## config.mk

```make
export PLATFORM = sky130hd
export DESIGN_NAME = ecpri_tx
export DESIGN_NICKNAME = d
export VERILOG_FILES = /design/src/rtl/ecpri_tx.sv
export SDC_FILE = /design/constraint.sdc
export NUM_CORES = 1
export LEC_CHECK = 0
export ABC_AREA = 1
export BUFFER_PORTS_ARGS = -buffer_cell sky130_fd_sc_hd__clkbuf_2
export CELL_PAD_IN_SITES_DETAIL_PLACEMENT = 1
export CELL_PAD_IN_SITES_GLOBAL_PLACEMENT = 2
export CORE_AREA = 2 2 169 171
export DETAILED_ROUTE_END_ITERATION = 12
export DIE_AREA = 0 0 171 173
export HOLD_SLACK_MARGIN = 0.06
export PLACE_DENSITY_LB_ADDON = 0.1
export RECOVER_POWER = 50
export SLEW_MARGIN = 10
export SYNTH_ARGS = -nofsm -noshare
export SYNTH_HDL_FRONTEND = slang
export SYNTH_SLANG_ARGS = --single-unit
export TNS_END_PERCENT = 50
```

## constraint.sdc

```tcl
create_clock -name clk -period 12.5 [get_ports clk]
set_input_delay 1.875 -clock clk [delete_from_list [all_inputs] [get_ports clk]]
set_output_delay 1.875 -clock clk [all_outputs]
set_load 0.005 [all_outputs]
```

## src/rtl/ecpri_tx.sv

```systemverilog
// eCPRI RMA response builder: header template copy, 16-byte eCPRI header, optional payload,
// then valid/ack hand-off to the MAC. Define ECPRI_TX_LEN_FIXUP_EN to patch IP/UDP lengths.
module ecpri_tx #(
  parameter int DATA_WIDTH    = 8,
  parameter int ADDR_WIDTH    = 16,
  parameter int NET_HDR_LEN   = 42,
  parameter int ECPRI_HDR_LEN = 16
) (
  input  logic                  clk,
  input  logic                  reset,
  input  logic                  send_read_resp,
  input  logic                  send_write_resp,
  input  logic [7:0]            resp_payload_len,
  input  logic [7:0]            resp_id,
  input  logic [ADDR_WIDTH-1:0] resp_addr,
  output logic [ADDR_WIDTH-1:0] addr_0,
  input  logic [DATA_WIDTH-1:0] data_0,
  output logic                  oe_0,
  output logic [ADDR_WIDTH-1:0] addr_1,
  output logic [DATA_WIDTH-1:0] data_1,
  output logic                  we_1,
  output logic [ADDR_WIDTH-1:0] addr_2,
  input  logic [DATA_WIDTH-1:0] data_2,
  output logic                  oe_2,
  output logic                  tx_pkt_valid,
  output logic [ADDR_WIDTH-1:0] tx_pkt_len,
  input  logic                  tx_ack,
  output logic                  busy
);

  localparam int FRAME_BASE = NET_HDR_LEN + ECPRI_HDR_LEN;
`ifdef ECPRI_TX_LEN_FIXUP_EN
  localparam bit LEN_FIXUP = 1'b1;
`else
  localparam bit LEN_FIXUP = 1'b0;
`endif

  typedef enum logic [2:0] {IDLE, COPY_HDR, WR_ECPRI, COPY_PAYLOAD, DONE} state_e;
  typedef enum logic [1:0] {SRC_REG, SRC_TMPL, SRC_PAY} src_e;

  state_e                state;
  src_e                  src;
  logic [7:0]            cnt;
  logic [DATA_WIDTH-1:0] byte_q;

  logic                  rd_pend, wr_pend;
  logic [7:0]            rd_len, rd_id, wr_id;
  logic [ADDR_WIDTH-1:0] rd_addr, wr_addr;

  logic                  cur_read;
  logic [7:0]            cur_len, cur_id;
  logic [ADDR_WIDTH-1:0] cur_addr;

  // eCPRI common + RMA response header, byte idx of 16
  function automatic logic [7:0] ecpri_byte(input logic [3:0] idx);
    logic [15:0] size;
    logic [15:0] a16;
    size = 16'd12 + {8'd0, cur_len};
    a16  = 16'(cur_addr);
    case (idx)
      4'd0:    ecpri_byte = 8'h10;
      4'd1:    ecpri_byte = 8'h04;
      4'd2:    ecpri_byte = size[15:8];
      4'd3:    ecpri_byte = size[7:0];
      4'd4:    ecpri_byte = cur_id;
      4'd5:    ecpri_byte = cur_read ? 8'h01 : 8'h11;
      4'd12:   ecpri_byte = a16[15:8];
      4'd13:   ecpri_byte = a16[7:0];
      4'd15:   ecpri_byte = cur_len;
      default: ecpri_byte = 8'h00;
    endcase
  endfunction

  // NOTE: all state updates use non-blocking assignments so every branch sees pre-edge values.
  always_ff @(posedge clk or posedge reset) begin
    if (reset) begin
      state        <= IDLE;
      src          <= SRC_REG;
      cnt          <= '0;
      byte_q       <= '0;
      rd_pend      <= 1'b0;
      wr_pend      <= 1'b0;
      rd_len       <= '0;
      rd_id        <= '0;
      wr_id        <= '0;
      rd_addr      <= '0;
      wr_addr      <= '0;
      cur_read     <= 1'b0;
      cur_len      <= '0;
      cur_id       <= '0;
      cur_addr     <= '0;
      addr_0       <= '0;
      oe_0         <= 1'b0;
      addr_1       <= '0;
      we_1         <= 1'b0;
      addr_2       <= '0;
      oe_2         <= 1'b0;
      tx_pkt_valid <= 1'b0;
      tx_pkt_len   <= '0;
    end else begin
      case (state)
        IDLE: begin
          if (rd_pend || wr_pend) begin
            state  <= COPY_HDR;
            cnt    <= '0;
            addr_0 <= '0;
            oe_0   <= 1'b1;
          end
          if (rd_pend) begin
            rd_pend  <= 1'b0;
            cur_read <= 1'b1;
            cur_len  <= rd_len;
            cur_id   <= rd_id;
            cur_addr <= rd_addr;
          end else if (wr_pend) begin
            wr_pend  <= 1'b0;
            cur_read <= 1'b0;
            cur_len  <= '0;
            cur_id   <= wr_id;
            cur_addr <= wr_addr;
          end
        end
        COPY_HDR: begin
          cnt <= cnt + 8'd1;
          if (cnt < 8'(NET_HDR_LEN - 1)) addr_0 <= addr_0 + 1'b1;
          else                           oe_0   <= 1'b0;
          if (cnt < 8'(NET_HDR_LEN)) begin
            // template byte for offset cnt is on data_0 during the next cycle
            we_1   <= 1'b1;
            addr_1 <= ADDR_WIDTH'(cnt);
            src    <= SRC_TMPL;
          end else begin
            we_1   <= 1'b1;
            addr_1 <= ADDR_WIDTH'(NET_HDR_LEN);
            src    <= SRC_REG;
            byte_q <= ecpri_byte(4'd0);
            cnt    <= '0;
            state  <= WR_ECPRI;
          end
        end
        WR_ECPRI: begin
          if (cnt < 8'(ECPRI_HDR_LEN - 1)) begin
            addr_1 <= addr_1 + 1'b1;
            byte_q <= ecpri_byte(cnt[3:0] + 4'd1);
            cnt    <= cnt + 8'd1;
          end else begin
            we_1 <= 1'b0;
            cnt  <= '0;
            if (cur_len != 8'd0) begin
              state  <= COPY_PAYLOAD;
              addr_2 <= cur_addr;
              oe_2   <= 1'b1;
            end else begin
              state        <= DONE;
              tx_pkt_valid <= 1'b1;
              tx_pkt_len   <= ADDR_WIDTH'(FRAME_BASE);
            end
          end
        end
        COPY_PAYLOAD: begin
          cnt <= cnt + 8'd1;
          if (cnt < cur_len) begin
            we_1   <= 1'b1;
            addr_1 <= ADDR_WIDTH'(FRAME_BASE) + ADDR_WIDTH'(cnt);
            src    <= SRC_PAY;
          end else begin
            we_1 <= 1'b0;
          end
          if ((9'(cnt) + 9'd1) < 9'(cur_len)) addr_2 <= addr_2 + 1'b1;
          else                                oe_2   <= 1'b0;
          if (cnt == cur_len) begin
            state        <= DONE;
            tx_pkt_valid <= 1'b1;
            tx_pkt_len   <= ADDR_WIDTH'(FRAME_BASE) + ADDR_WIDTH'(cur_len);
          end
        end
        DONE: begin
          if (tx_ack) begin
            tx_pkt_valid <= 1'b0;
            tx_pkt_len   <= '0;
            state        <= IDLE;
          end
        end
        default: state <= IDLE;
      endcase

      // capture comes last so a pulse on the take edge re-arms the flag
      if (send_read_resp) begin
        rd_pend <= 1'b1;
        rd_len  <= resp_payload_len;
        rd_id   <= resp_id;
        rd_addr <= resp_addr;
      end
      if (send_write_resp) begin
        wr_pend <= 1'b1;
        wr_id   <= resp_id;
        wr_addr <= resp_addr;
      end
    end
  end

  // NOTE: data_1 gets a default first so no path through this block infers a latch.
  always_comb begin
    logic [15:0] ip_len;
    logic [15:0] udp_len;
    ip_len  = 16'd44 + {8'd0, cur_len};
    udp_len = 16'd24 + {8'd0, cur_len};
    data_1  = byte_q;
    case (src)
      SRC_TMPL: data_1 = data_0;
      SRC_PAY:  data_1 = data_2;
      default:  data_1 = byte_q;
    endcase
    if (LEN_FIXUP && src == SRC_TMPL) begin
      if (addr_1 == ADDR_WIDTH'(16)) data_1 = ip_len[15:8];
      if (addr_1 == ADDR_WIDTH'(17)) data_1 = ip_len[7:0];
      if (addr_1 == ADDR_WIDTH'(38)) data_1 = udp_len[15:8];
      if (addr_1 == ADDR_WIDTH'(39)) data_1 = udp_len[7:0];
    end
  end

  assign busy = (state != IDLE);

endmodule

```

==> results by group <==
Run status
  – Outcome: complete, but fails checks
  – Violated checks: max-capacitance violations, max-slew violations

Logic synthesis
  – Share of Yosys cell area claimed by the top area cell type: 44.09%
  – Share of synthesized cell area in full adder, half adder and majority cells: 3.823%
  – Number of distinct library cells after synthesis: 45
  – Dominant synthesized flop cell: sky130_fd_sc_hd__dfrtp_1
  – Cell Area, Synth: 9818 um2
  – Cells after Synth: 1308
  – Number of synthesized flops with an enable pin: 0
  – Mux share of post-synthesis cell area: 0%
  – Mean Syn Cell Area: 7.506 um2
  – Biggest area consumer among synthesized cells: sky130_fd_sc_hd__dfrtp_1
  – Top cells by area, synth: sky130_fd_sc_hd__dfrtp_1 (44%), sky130_fd_sc_hd__nand2_1 (15%), sky130_fd_sc_hd__o21ai_0 (7.1%)
  – Most instantiated cells after synthesis: sky130_fd_sc_hd__nand2_1 (401), sky130_fd_sc_hd__dfrtp_1 (173), sky130_fd_sc_hd__inv_1 (142)
  – Synth Register Bits: 173
  – Share of the synthesized area in compound gates (AO/OA/AOI/OAI): about 14%
  – Combinational family with the most area after synthesis: simple AND/OR/NAND/NOR gates
  – Most repeated cell in the gate-level netlist after synthesis: sky130_fd_sc_hd__nand2_1
  – Synth Warn #: 0
  – Xor-xnor portion of the synthesized cell area: 1.963%
  – Sequential cell area fraction in the yosys report: 44.09%
  – Post-synthesis simple-gate area fraction: 27.64%
  – Post-synth ARST share: between 90% and 100%

Clock network
  – Number of buffers inserted during clock tree synthesis: 17
  – Deepest clock path buffer count: 2
  – Clock sink total: 173
  – Clock tree from TritonCTS: built
  – Library cell used as clock root buffer: sky130_fd_sc_hd__clkbuf_16
  – Setup repair bufs after CTS: 0
  – CTS clk-pin slew, worst paths: roughly 0.070 ns
  – Level count of the clock H-tree: 4
  – PostCTS Resize Cnt: 0
  – Cts hold-fix bufs: 0
  – Clk_lat worst skew: 0.44 ns

Layout
  – Layout fillers: 3495
  – Number of inserted diodes: 0
  – Share of the core filled with cells in the final layout: 40.43%
  – Final net count: approximately 1500
  – Signed area change from the synthesized netlist to the final layout: 13.76%
  – Share of layout cells above drive strength 1: between 10% and 20%

Critical path
  – CP Capture Type: asynchronous set/reset pin
  – Depth of the worst register-to-register path: 10
  – Worst endpoint required time: 12.38 ns
  – Worst setup startpoint: reset
  – Sum of buffers and inverters on the critical path: 3
  – Largest fanout on the critical path: 57
  – Startpoint-to-endpoint class of the critical path: in -> async
  – Cell class contributing the biggest share of worst-path delay: buffers and inverters
  – Slowest stage cell on the critical path: sky130_fd_sc_hd__clkbuf_1
  – Setup slack of the most critical reg-to-reg path: a little under 8 ns
  – Arrival time reported for the critical path endpoint: about 5.7 ns
  – Worst reg2reg path endpoint: addr_2[4]$_DFFE_PP0P_
  – Endpoint of the worst setup timing path: byte_q[6]$_DFFE_PP0P_
  – Slowest cell delay on critical path: 2.21 ns
  – Critical Path Stages: 3
  – Startpoint kind of the worst setup timing path: input pin
  – Reg2Reg Launch Point: state[1]$_DFFE_PP0P_
  – Ordered list of cells on the worst path: clkbuf_2, clkinvlp_2, clkbuf_1

Floorplan
  – Overall die area: 29580 um2
  – Chip width: 171 um
  – Starting Density: 35.54%
  – Vert. Die Dim: 173 um
  – Num rows: between 60 and 70
  – Io pins: 130
  – Area of the core: 27630 um2

STA
  – Slew at the pin closest to its max-slew limit: 3.013 ns
  – RSZ-0062 raised after global routing: false
  – Worst hold-check slack: 0.4723 ns
  – Setup clock skew after layout: 0.01077 ns
  – Final min period: 5.845 ns
  – Total Negative Setup Slacks: 0 ns
  – Setup-violating endpoint count in the final report: 0
  – Max Fclk: ~170 MHz
  – Hold Vio Cnt, Final: 0
  – Ratio of final minimum period to clock period: 46.76%
  – Max-slew headroom at the worst pin: -100.9%
  – Final Slew Violations: 205

Placed design
  – Count of buffers from port buffering: 122
  – Dpl hpwl: ~22 mm
  – Global placer's final weighted congestion: 0.8426

Drt
  – Average vias per placed instance: 4.919
  – Number of DRC markers after the initial detailed-route iteration: about 360
  – Number of DRC violations after detailed routing: 0
  – Iteration count of the initial detailed-routing pass: 4
  – Wirelength per Cell: 16.48 um
  – Overall via count from detail_route: approximately 8800
  – Post-route ant nets: 0
  – Total wirelength of the detailed-routed design: 29.63 mm

Global route
  – Number of antenna violations at the first check in global routing: 0
  – Global routing's busiest layer: met2
  – GR Overflow Total: 0
  – Wire length of the first global-routing pass: 48.77 mm
  – Met3 capacity usage during global routing: 3.433%
  – Met2 track demand over resource in global routing: 34.61%
  – Vias in the first global route: just over 9000
  – Total global routing track utilization: 20.79%
  – Met1 usage: about 28%
  – Maximum number of pins on one net before global-route repair: 65

Pwr
  – Share of total power in combinational logic: 41.8%
  – Share of total power in the clock network: between 20% and 30%
  – Cell Pwr Density: 208.3 nW/um2
  – Power share of the sequential group: 35.8%
  – Switching power as a share of total power: between 40% and 50%
  – Leakage: 0.005611 uW
  – Worst VDD drop: 77.17 uV
  – Cell-internal power: about 1300 uW
  – Switching power: ~1000 uW

Min path
  – Type of the tightest min-delay check: reg -> reg

Job
  – Max Cap Violations: 4
## routing by layer
metal	routed length [um]	vias up	share of wire (%)
met5	0	-	0
met3	920	17	3.1
met1	14300	4268	48
met2	14160	128	48
li1	-	4432	-
met4	256	0	0.86
## power by group through the flow
| stage | sequential [uW] | clock, uW | combinational (uW) |
|---|---|---|---|
| 6_report | 832 | 522 | 973 |
| 5_1_grt | 853 | 562 | 1120 |
| 4_1_cts | 837 | 538 | 1010 |
| 3_5_place_dp | 847 | 0 | 1000 |
| 3_3_place_gp | 842 | 0 | 980 |
| 2_1_floorplan | 802 | 0 | 696 |
## worst min-delay path, cell delays in order (launching register included)
cell	delay, ns
sky130_fd_sc_hd__dfrtp_1	0.34
sky130_fd_sc_hd__nand2_1	0.06
sky130_fd_sc_hd__nand2_1	0.04
## cell type report
type / instances / area [um2] / share of cell area (%)
sequential: 173 / 4329 / 38.76
clock buffer: 19 / 442.9 / 3.965
clock inverter: 11 / 111.4 / 0.9970
tap: 378 / 473.0 / 4.234
multi-input combinational: 941 / 4621 / 41.37
inverter: 150 / 565.5 / 5.063
timing repair buffer: 126 / 626.9 / 5.612
## placed cells by master, fill, tap and decap left out, types with 20 or more instances in the layout
cell type,instances
sky130_fd_sc_hd__a21oi_1,40
sky130_fd_sc_hd__clkbuf_2,120
sky130_fd_sc_hd__dfrtp_1,173
sky130_fd_sc_hd__ha_1,30
sky130_fd_sc_hd__inv_1,145
sky130_fd_sc_hd__nand2_1,404
sky130_fd_sc_hd__nand3_1,84
sky130_fd_sc_hd__nand4_1,20
sky130_fd_sc_hd__nor2_1,97
sky130_fd_sc_hd__o211ai_1,22
sky130_fd_sc_hd__o21ai_0,142
sky130_fd_sc_hd__xor2_1,20
## how the worst min path moves through the flow
stage | startpoint | to | slack (ns) | cells after the start
after global routing | rd_addr[13]$_DFFE_PP0P_ | rd_addr[13]$_DFFE_PP0P_ | 0.50 | 2
after global placement | rd_id[6]$_DFFE_PP0P_ | rd_id[6]$_DFFE_PP0P_ | 0.45 | 2
after CTS | rd_id[6]$_DFFE_PP0P_ | rd_id[6]$_DFFE_PP0P_ | 0.47 | 2
final | rd_id[6]$_DFFE_PP0P_ | rd_id[6]$_DFFE_PP0P_ | 0.47 | 2
after floorplan | wr_addr[15]$_DFFE_PP0P_ | wr_addr[15]$_DFFE_PP0P_ | 0.44 | 2
after detailed placement | rd_id[6]$_DFFE_PP0P_ | rd_id[6]$_DFFE_PP0P_ | 0.45 | 2
## stage by stage
stage / power (uW) / cell area, um2 / worst slack [ns] / cells
2_1_floorplan: 1498 / 9841 / 5.937 / 1314
3_5_place_dp: 1847 / 10670 / 8.298 / 1768
3_3_place_gp: 1822 / 10670 / 8.334 / 1768
5_1_grt: 2536 / 11170 / 5.647 / 1798
4_1_cts: 2382 / 11230 / 8.297 / 1798
6_report: 2327 / 11170 / 6.655 / 1798
## state kept, by name, summed over array words and instances (netlist names), 2 cells and up
name,flops
cur_addr,16
rd_id,8
wr_addr,16
wr_id,8
src,2
cur_id,8
rd_addr,16
rd_len,8
addr_2,16
cnt,8
addr_1,16
tx_pkt_len,9
cur_len,8
state,3
addr_0,16
byte_q,8
## cells by family after synthesis
| family | after synthesis |
|---|---|
| fa+ha+maj | 30 |
| flops | 173 |
| buf+inv | 200 |
| xor+xnor | 22 |
| simple gates | 641 |
| compound gates | 241 |
| other cells | 1 |
Power figures use the tool's default switching activity.
